<file path="src/rtl/integrator_vth.sv">
// integrator_vth -- gain-scaled, threshold-limited, saturating integrator.
//
// Each enabled update runs four states: DV (sample the error and build the
// increment), SUM (33-bit add), SAT (clamp into the accumulator), OUT (drive
// o_int, optionally adding an external signal). One update every 4 clocks.
//
// Ports:
//   i_clk, i_rst_n          clock (rising edge), async active-low reset
//   i_gain_mode, i_gain_sel 0 = right shift, 1 = left shift; shift amount
//   i_err                   signed error sample
//   i_en, i_zero            integration enable; synchronous clear
//   i_saturation            unsigned magnitude limit (capped at 0x7FFFFFFF)
//   i_add_sig_en, i_ext_sig add signed external signal to the output
//   i_vth, i_vth_cut        error threshold; step used when it is exceeded
//   o_int                   signed integrator output
//   o_*                     debug views of internal state (see declarations)
module integrator_vth (
  input  logic        i_clk,
  input  logic        i_rst_n,
  input  logic        i_gain_mode,
  input  logic [5:0]  i_gain_sel,
  input  logic [31:0] i_err,
  input  logic        i_en,
  input  logic        i_zero,
  input  logic [31:0] i_saturation,
  input  logic        i_add_sig_en,
  input  logic [31:0] i_ext_sig,
  input  logic [31:0] i_vth,
  input  logic [31:0] i_vth_cut,
  output logic [31:0] o_int,
  output logic [31:0] o_sat_p,
  output logic [31:0] o_sat_n,
  output logic [31:0] o_vth_cut_p,
  output logic [31:0] o_vth_cut_n,
  output logic [3:0]  o_cstate,
  output logic [3:0]  o_nstate,
  output logic [31:0] o_dv,
  output logic [31:0] o_vo,
  output logic [4:0]  o_shift_idx,
  output logic        o_change,
  output logic        o_sat_flag_p,
  output logic        o_sat_flag_n,
  output logic        o_vth_flag_p,
  output logic        o_vth_flag_n,
  output logic        o_err_pol,
  output logic        o_err_pol_change,
  output logic        o_zero_flag
);

  typedef enum logic [3:0] {
    IDLE = 4'd0,
    DV   = 4'd1,
    SUM  = 4'd2,
    SAT  = 4'd3,
    OUT  = 4'd4
  } state_t;

  state_t cstate, nstate;

  logic [31:0]        dv, vo, int_q;
  logic signed [32:0] sum_q;

  // Clamp a 33-bit signed value to the symmetric range [-lim, +lim].
  function automatic logic [31:0] clamp_sym(input logic signed [32:0] x,
                                            input logic [31:0]        lim);
    logic signed [32:0] hi;
    hi = $signed({1'b0, lim});
    if (x > hi)       return lim;
    else if (x < -hi) return -lim;
    else              return x[31:0];
  endfunction

  // Next-state logic.
  // NOTE: every always_comb output gets a default first, so no path can
  // leave it unassigned and infer a latch.
  always_comb begin
    nstate = cstate;
    case (cstate)
      IDLE:    if (i_en) nstate = DV;
      DV:      nstate = SUM;
      SUM:     nstate = SAT;
      SAT:     nstate = OUT;
      OUT:     nstate = i_en ? DV : IDLE;
      default: nstate = IDLE;
    endcase
  end

  // Datapath terms evaluated from the live inputs; only the state that
  // owns each term registers it.
  logic [31:0]        sat_lim;
  logic [4:0]         shift_n;
  logic signed [33:0] err_x, vth_x;
  logic               vth_p_n, vth_n_n;
  logic signed [31:0] err_s;
  logic signed [63:0] amp;
  logic [31:0]        dv_n;
  logic signed [32:0] sum_n, out_n, sat_hi;
  logic               over, under;

  always_comb begin
    sat_lim = i_saturation[31] ? 32'h7FFF_FFFF : i_saturation;
    shift_n = (i_gain_sel > 6'd31) ? 5'd31 : i_gain_sel[4:0];

    // 34-bit compare so that the negated unsigned threshold cannot wrap.
    err_x   = {{2{i_err[31]}}, i_err};
    vth_x   = {2'b00, i_vth};
    vth_p_n = err_x > vth_x;
    vth_n_n = err_x < -vth_x;

    err_s = i_err;
    amp   = $signed({{32{i_err[31]}}, i_err}) <<< shift_n;

    dv_n = 32'd0;
    if (vth_p_n)           dv_n = i_vth_cut;
    else if (vth_n_n)      dv_n = -i_vth_cut;
    else if (!i_gain_mode) dv_n = err_s >>> shift_n;
    else if (amp > 64'sh0000_0000_7FFF_FFFF) dv_n = 32'h7FFF_FFFF;
    else if (amp < 64'shFFFF_FFFF_8000_0000) dv_n = 32'h8000_0000;
    else                   dv_n = amp[31:0];

    sum_n  = $signed({dv[31], dv}) + $signed({vo[31], vo});
    out_n  = $signed({vo[31], vo}) + $signed({i_ext_sig[31], i_ext_sig});
    sat_hi = $signed({1'b0, sat_lim});
    over   = sum_q > sat_hi;
    under  = sum_q < -sat_hi;
  end

  // NOTE: state registers use non-blocking assignments so every register
  // samples pre-edge values regardless of statement order.
  // NOTE: the asynchronous reset clears every register, so an update that
  // is interrupted by reset leaves nothing partial behind.
  always_ff @(posedge i_clk or negedge i_rst_n) begin
    if (!i_rst_n) begin
      cstate           <= IDLE;
      o_shift_idx      <= '0;
      o_change         <= 1'b0;
      o_err_pol        <= 1'b0;
      o_err_pol_change <= 1'b0;
      o_vth_flag_p     <= 1'b0;
      o_vth_flag_n     <= 1'b0;
      o_sat_flag_p     <= 1'b0;
      o_sat_flag_n     <= 1'b0;
      dv               <= '0;
      sum_q            <= '0;
      vo               <= '0;
      int_q            <= '0;
      o_sat_p          <= '0;
      o_sat_n          <= '0;
      o_vth_cut_p      <= '0;
      o_vth_cut_n      <= '0;
      o_zero_flag      <= 1'b0;
    end else begin
      cstate           <= nstate;
      o_sat_p          <= sat_lim;
      o_sat_n          <= -sat_lim;
      o_vth_cut_p      <= i_vth_cut;
      o_vth_cut_n      <= -i_vth_cut;
      o_zero_flag      <= i_zero;
      o_change         <= 1'b0;
      o_err_pol_change <= 1'b0;

      case (cstate)
        DV: begin
          o_shift_idx      <= shift_n;
          o_change         <= (shift_n != o_shift_idx);
          o_err_pol        <= i_err[31];
          o_err_pol_change <= (i_err[31] != o_err_pol);
          o_vth_flag_p     <= vth_p_n;
          o_vth_flag_n     <= vth_n_n;
          dv               <= dv_n;
        end
        SUM: sum_q <= sum_n;
        SAT: begin
          vo           <= clamp_sym(sum_q, sat_lim);
          o_sat_flag_p <= over;
          o_sat_flag_n <= under;
        end
        OUT: int_q <= i_add_sig_en ? clamp_sym(out_n, sat_lim) : vo;
        default: ;
      endcase

      // Clear wins over any update in flight, including a pending sum.
      if (i_zero) begin
        vo    <= '0;
        dv    <= '0;
        sum_q <= '0;
        int_q <= '0;
      end
    end
  end

  assign o_cstate = cstate;
  assign o_nstate = nstate;
  assign o_dv     = dv;
  assign o_vo     = vo;
  assign o_int    = int_q;

endmodule

</file>
<file path="config.mk">
export PLATFORM = sky130hd
export DESIGN_NAME = integrator_vth
export DESIGN_NICKNAME = d
export VERILOG_FILES = /design/src/rtl/integrator_vth.sv
export SDC_FILE = /design/constraint.sdc
export NUM_CORES = 1
export LEC_CHECK = 0
export ABC_AREA = 1
export BUFFER_PORTS_ARGS = -buffer_cell sky130_fd_sc_hd__buf_2
export CAP_MARGIN = 20
export CORE_MARGIN = 4
export CORE_UTILIZATION = 25
export CTS_CLUSTER_DIAMETER = 40
export DETAILED_ROUTE_END_ITERATION = 10
export RECOVER_POWER = 50
export REMOVE_ABC_BUFFERS = 1
export SKIP_CTS_REPAIR_TIMING = 1
export SLEW_MARGIN = 20
export SYNTH_ARGS = -nofsm -noshare
export SYNTH_HDL_FRONTEND = slang
export SYNTH_SLANG_ARGS = --single-unit
</file>
<file path="constraint.sdc">
create_clock -name i_clk -period 7.9 [get_ports i_clk]
set_input_delay 0.79 -clock i_clk [delete_from_list [all_inputs] [get_ports i_clk]]
set_output_delay 0.79 -clock i_clk [all_outputs]
set_load 0.01 [all_outputs]
</file>
-- Yosys cells after proc, flatten, opt, wreduce, memory -nomap -nowiden
Cells that the tools add are included.
- bits in registers: 273
- memory bits (writable): 0
- memories: 0
- latch bits: 0
- bits in read-only memories: 0
- multiplexer cells: 25
- reduce and logical (&&, ||, !) cells: 5
- shift-type cells: 2
- div/mod/pow operators: 0
- $lt $le $gt $ge: 9
- bitwise logic cells: 0
- add/sub/neg operators: 6
- multipliers: 0
- equal/unequal tests: 6
- operators by type and width (kind ; count):
    $mux 32 ; 16
    $add 32x32->33 ; 2
    $gt 33x32->1 ; 2
    $lt 33x33->1 ; 2
    $mux 33 ; 2
    $gt 64x32->1 const B ; 1
    $lt 64x32->1 const B ; 1
    $sshl 32x5->64 ; 1
    $lt 32x34->1 ; 1
    $neg 32->34 ; 1
    $gt 32x33->1 ; 1
    $neg 31->33 ; 1
    $neg 31->32 ; 1
    $neg 32->32 ; 1
    $sshr 32x5->32 ; 1
    $mux 31 ; 1
    $pmux 4 s5 ; 1
    $eq 4x2->1 const B ; 2
    $reduce_bool 2->1 ; 4
    $gt 6x5->1 const B ; 1
    $mux 5 ; 1
    $ne 5x5->1 ; 1
    $eq 4x1->1 const B ; 1
    $eq 4x3->1 const B ; 1
    4 further kinds ; 6

-- Depth between registers and ports, before layout
- depth in word-level cells: 11
- depth in mapped cells: 33
- mapped depth without buffers: 32

-- Least setup slack after synthesis
Ideal clock, no wire load.
- path kind: input to register
- start point: input port i_saturation[31]
- end point: register vo[27] (netlist: o_vo[27])
- stages on the path: 28
- setup slack: 2.674 ns
- data required time: 7.773 ns
- data arrival time: 5.098 ns
- path through: buf_6 -> buf_2 -> buf_1 -> nor2_1 -> ha_1 -> inv_1 -> nor3_2 -> nand2_1 -> nor2_2 -> nand2_1 -> nor3_2 -> nand3_1 -> nor2_1 -> nand3_1 -> xor2_1 -> ha_1 -> a21oi_1 -> o21a_1 -> o221ai_1 -> a21oi_1 -> nand3_1 -> or2_2 -> nand2_1 -> clkbuf_1 -> clkbuf_1 -> o21ai_0 -> a21oi_1 -> o21ai_0
- cells in the longest elaborated chain, start to end: 7
- elaborated cells on any way between the ends: 9
- classes of those cells: 2 x add/sub; 2 x order compare; 5 x mux
- RTL lines (item ; line ; text):
    from (decl) ; 25 ; input logic [31:0] i_saturation,
    $mux 31 * ; 101 ; sat_lim = i_saturation[31] ? 32'h7FFF_FFFF : i_saturation;
    $neg 31->33 ; 69 ; else if (x < -hi) return -lim;
    $lt 33x33->1 ; 69 ;
    $mux 32 ; 69 ;
    $mux 32 * ; 68 ; if (x > hi) return lim;
    $mux 32 * ; 162 ; case (cstate)
    $mux 32 * ; 183 ; if (i_zero) begin
    to (signal assigned) ; 174 ; vo <= clamp_sym(sum_q, sat_lim);
    to (decl) ; 60 ; logic [31:0] dv, vo, int_q;
Mark *: on every way between the ends. The rest lies on a longest branch, timed or not. The select of a mux whose other input is x is not followed.
A chain may end at the register's enable or synchronous reset.

-- Worst setup path in the final report
- start point: input port i_saturation[31]
- end point: register vo[29] (netlist: o_vo[29])
- cells in the longest elaborated chain, start to end: 7
- elaborated cells on any way between the ends: 9
- classes of those cells: 2 x add/sub; 2 x order compare; 5 x mux
- RTL lines (item ; line ; text):
    $mux 31 * ; 101 ;
    named net sat_lim[25] ; 90 ; logic [31:0] sat_lim;
    $neg 31->33 ; 69 ;
    $lt 33x33->1 ; 69 ;
    $mux 32 ; 69 ;
    $mux 32 * ; 68 ;
    $mux 32 * ; 162 ;
    $mux 32 * ; 183 ;
Mark *: on every way through the listed nets, which the timed path passes. The rest lies on a longest branch. The select of a mux whose other input is x is not followed.

==> metrics.md <==
| Metric | Value |
|---|---|
| Run status | complete, but fails checks |
| Violated checks | max-capacitance violations, max-slew violations |
| Switching component of the power | 1.80 mW |
| Number of instances in the synthesized netlist | 3942 |
| Worst slew slack as a fraction of its limit | -270% |
| Routed length on met3 | about 9500 µm |
| Leakage power figure | 16.1 nW |
| Post-detailed-route DRC marker count | 0 |
| Starting density of the core | 25.2% |
| Count of flip-flops with a built-in enable after synthesis | 0 |
| Number of buffers added by the clock tree synthesis step | 56 |
| Area of the core | 102000 µm² |
| Clk network pwr share | 46.7% |
| Most frequent standard cell in the layout excluding fill and tap cells | nand2_1 |
| Hold path cells | 1 |
| Global Route Usage Sum | 21.3% |
| Count of endpoints failing hold in the final timing report | 0 |
| Sequential cell area fraction in the yosys report | between 20% and 30% |
| Final critical-path required period | 6280 ps |
| Antenna violations before repair | 9 |
| Switching part of the total | approximately a third |
| Max layer used | met5 |
| Data required time of the worst path | about 8500 ps |
| Clock Root Buffer | clkbuf_16 |
| Unrepaired setup endpoints after global routing | no |
| Count of buffers inserted at the top-level ports | 414 |
| Final-stage net count | 4728 |
| Area growth from synthesis to layout | 20.3% |
| H-tree depth | 2 |
| Critical path start-end classification | primary input to flip-flop |
| Reg power frac | 29.9% |
| Die Footprint | 108000 µm² |
| Height of the die | 329 µm |
| Mean cell area of the mapped netlist | ~6.5 µm² |
| Commonest cells after routing, fill and taps aside | nand2_1, nand3_1, inv_1 |
| CP Launch Point | i_saturation[31] |
| PwrDens | 166 nW/µm² |
| Maximum operating frequency | approximately 160 MHz |
| Path category of the worst min-delay check | primary input to flip-flop |
| Met1 Wirelength | 52200 µm |
| Die width | between 300 and 400 µm |
| Pwr Total | 5.15 mW |
| Ys flop type | dfrtp_1 |
| Total wirelength of the detailed-routed design | 119000 µm |
| Max-slew violation total from the final report | 160 |
| Drt first pass iters | 8 |
| Routed vias/inst | approximately 5.0 |
| Total Neg Setup Slack | 0 ps |
| Global placement routability congestion | 0.984 |
| Met2 Wirelength | 53100 µm |
| Fraction of layout cells with a size suffix above 1 | 12.1% |
| Via count of the first global-routing pass | 27200 |
| Internal Dissipation | between 3 and 4 mW |
| Residual overflow from global routing | 0 |
| Avg WL per Cell | 20.8 µm |
| Global-route wire length before repair | 174000 µm |
| Final standard cell area without fillers | about 31000 µm² |
| Number of cell rows | 117 |
| Worst Max-Slew Pin Slew | 5560 ps |
| DRT antenna net count | 0 |
| Clock Skews | 78.6 ps |
| CP Capture Type | flip-flop |
| Critical path startpoint category | primary input |
| Cell Area, Placed | ~29000 µm² |
| Total via count in the routed design | 28500 |
| Clock Latency Late Sink | a little under 700 ps |
| Ports | roughly 420 |
| Area of the mapped netlist | 25700 µm² |
| VDD IR-drop max | roughly 0.14 mV |
| Finish-stage setup viols | 0 |
| # clock sinks | between 200 and 300 |
| Critical R2R Launch | o_vo[0] |
| Largest fanout on the critical path | 42 |
| Bufs on Longest Clock Path | 3 |
| Unique masters post-synth | 60 |
| Yosys Warn Count | 0 |
| Detailed Route Iter0 Violations | approximately 2600 |
| Post-detailed-placement half-perimeter wirelength | 96100 µm |
| Cell count of the worst reg-to-reg path | 31 |
| Share of synthesized registers carrying an async set or reset | 100% |
| Critical path data arrival time | 6840 ps |
| Clock tree from TritonCTS | done |
| MaxCap Viol Count | 2 |
| Register bit total from synthesis | 271 |
| Clock-pin slew of the registers on the worst-case setup and hold paths | 50 ps |
| Share of the clock period used by the worst path | between 70% and 80% |
| Maximum number of pins on one net before global-route repair | 116 |
| Combinational Power Share | 23.5% |
| Startpoint of the tightest hold check path | i_vth_cut[26] |
## cells by family after synthesis
logic type	Yosys count	share of synthesized area (%)
DFF	271	26.4
xor gates and xnor gates	106	3.61
buffers and inverters	552	8.65
and+or+nand+nor	2052	33.7
other	1	0.0146
muxes	3	0.117
AOI/OAI and AO/OA	696	14.8
adders and majority gates	261	12.7
## per-stage QoR
step           util (%)  hold slack [ps]  worst slack [ps]  cells
6_report           30.3              361              1620   5713
5_1_grt            30.3              357               787   5710
4_1_cts            30.5              133              1800   5710
3_5_place_dp       28.5              462              1130   5605
3_3_place_gp       28.5              458              1040   5605
2_1_floorplan         -              494              1460   3793
## worst max-delay path, stage by stage
cell and delay, ps:
clkbuf_1 370, clkbuf_1 650, nor2_1 520, inv_1 210, nor2_1 220, inv_1 100, nor3_1 140, nand2_1 120
nor4_1 740, nand3_1 240, xor2_1 230, inv_1 150, ha_1 300, nand4_1 100, nor3_1 250, and3_1 260
o21ai_0 120, nand3_1 130, nand2_1 70, nand2_2 420, buf_12 280, o21ai_0 110, a21oi_1 130, o21ai_0 90
## Yosys cell counts, types with 17 or more instances
| cell type | count | share of area (%) |
|---|---|---|
| xor2_1 | 92 | 3.1 |
| nor2_1 | 343 | 5.0 |
| a21oi_1 | 235 | 4.6 |
| ha_1 | 259 | 13 |
| buf_2 | 25 | 0.49 |
| nor3_1 | 33 | 0.64 |
| o211ai_1 | 18 | 0.53 |
| nand2_1 | 1152 | 17 |
| dfrtp_1 | 271 | 26 |
| o21ai_0 | 318 | 6.2 |
| inv_1 | 386 | 5.6 |
| o21bai_1 | 17 | 0.50 |
| nand3_1 | 393 | 7.6 |
| buf_1 | 23 | 0.34 |
| clkbuf_1 | 80 | 1.2 |
| nand4_1 | 56 | 1.4 |
| a31oi_1 | 26 | 0.63 |
## registers in the layout, summed over array words and instances (netlist names)
name and cells:
o_vth_flag_n 1, o_sat_flag_n 1, o_vth_cut_p 31, sum_q 33, o_sat_p 30, o_int 32, o_sat_n 32, o_err_pol_change 1
o_shift_idx 5, o_vo 32, o_sat_flag_p 1, o_err_pol 1, o_zero_flag 1, o_cstate 4, o_vth_flag_p 1, o_change 1
o_dv 32, o_vth_cut_n 32
## path summary, 6_finish.rpt
kind | end | slack, ps
max in group asynchronous | o_vth_cut_p[29] | 2080
worst max register to register | o_int[6] | 1940
min in group asynchronous | o_sat_p[19] | 2130
worst min register to register | o_int[5] | 470
worst max-delay path | o_vo[29] | 1620
worst min-delay path | o_vth_cut_p[26] | 360
## power by group through the flow
stage                     Clock (mW)  Sequential, mW  Combinational, mW
after CTS                       2.47            1.54               1.22
after floorplan                    0            1.57              0.647
after detailed placement           0            1.56               1.21
after global routing            2.54            1.55               1.35
final                           2.40            1.54               1.21
after global placement             0            1.56               1.21
## metal layers
layer | vias to the layer above | global-route usage (%)
met5 | - | 0
met4 | 2 | 7.05
met3 | 202 | 4.03
met2 | 1195 | 34.5
met1 | 13200 | 28.5
li1 | 13800 | -
## final cells by class
| class | count | area, µm² |
|---|---|---|
| fill | 11400 | 71100 |
| multi-input combinational | 3121 | 16800 |
| sequential | 271 | 6780 |
| timing repair buffer | 444 | 2240 |
| tap | 1368 | 1710 |
| clock buffer | 68 | 1520 |
| inverter | 401 | 1510 |
| clock inverter | 37 | 429 |
| antenna | 3 | 7.51 |
Power figures use the tool's default switching activity.
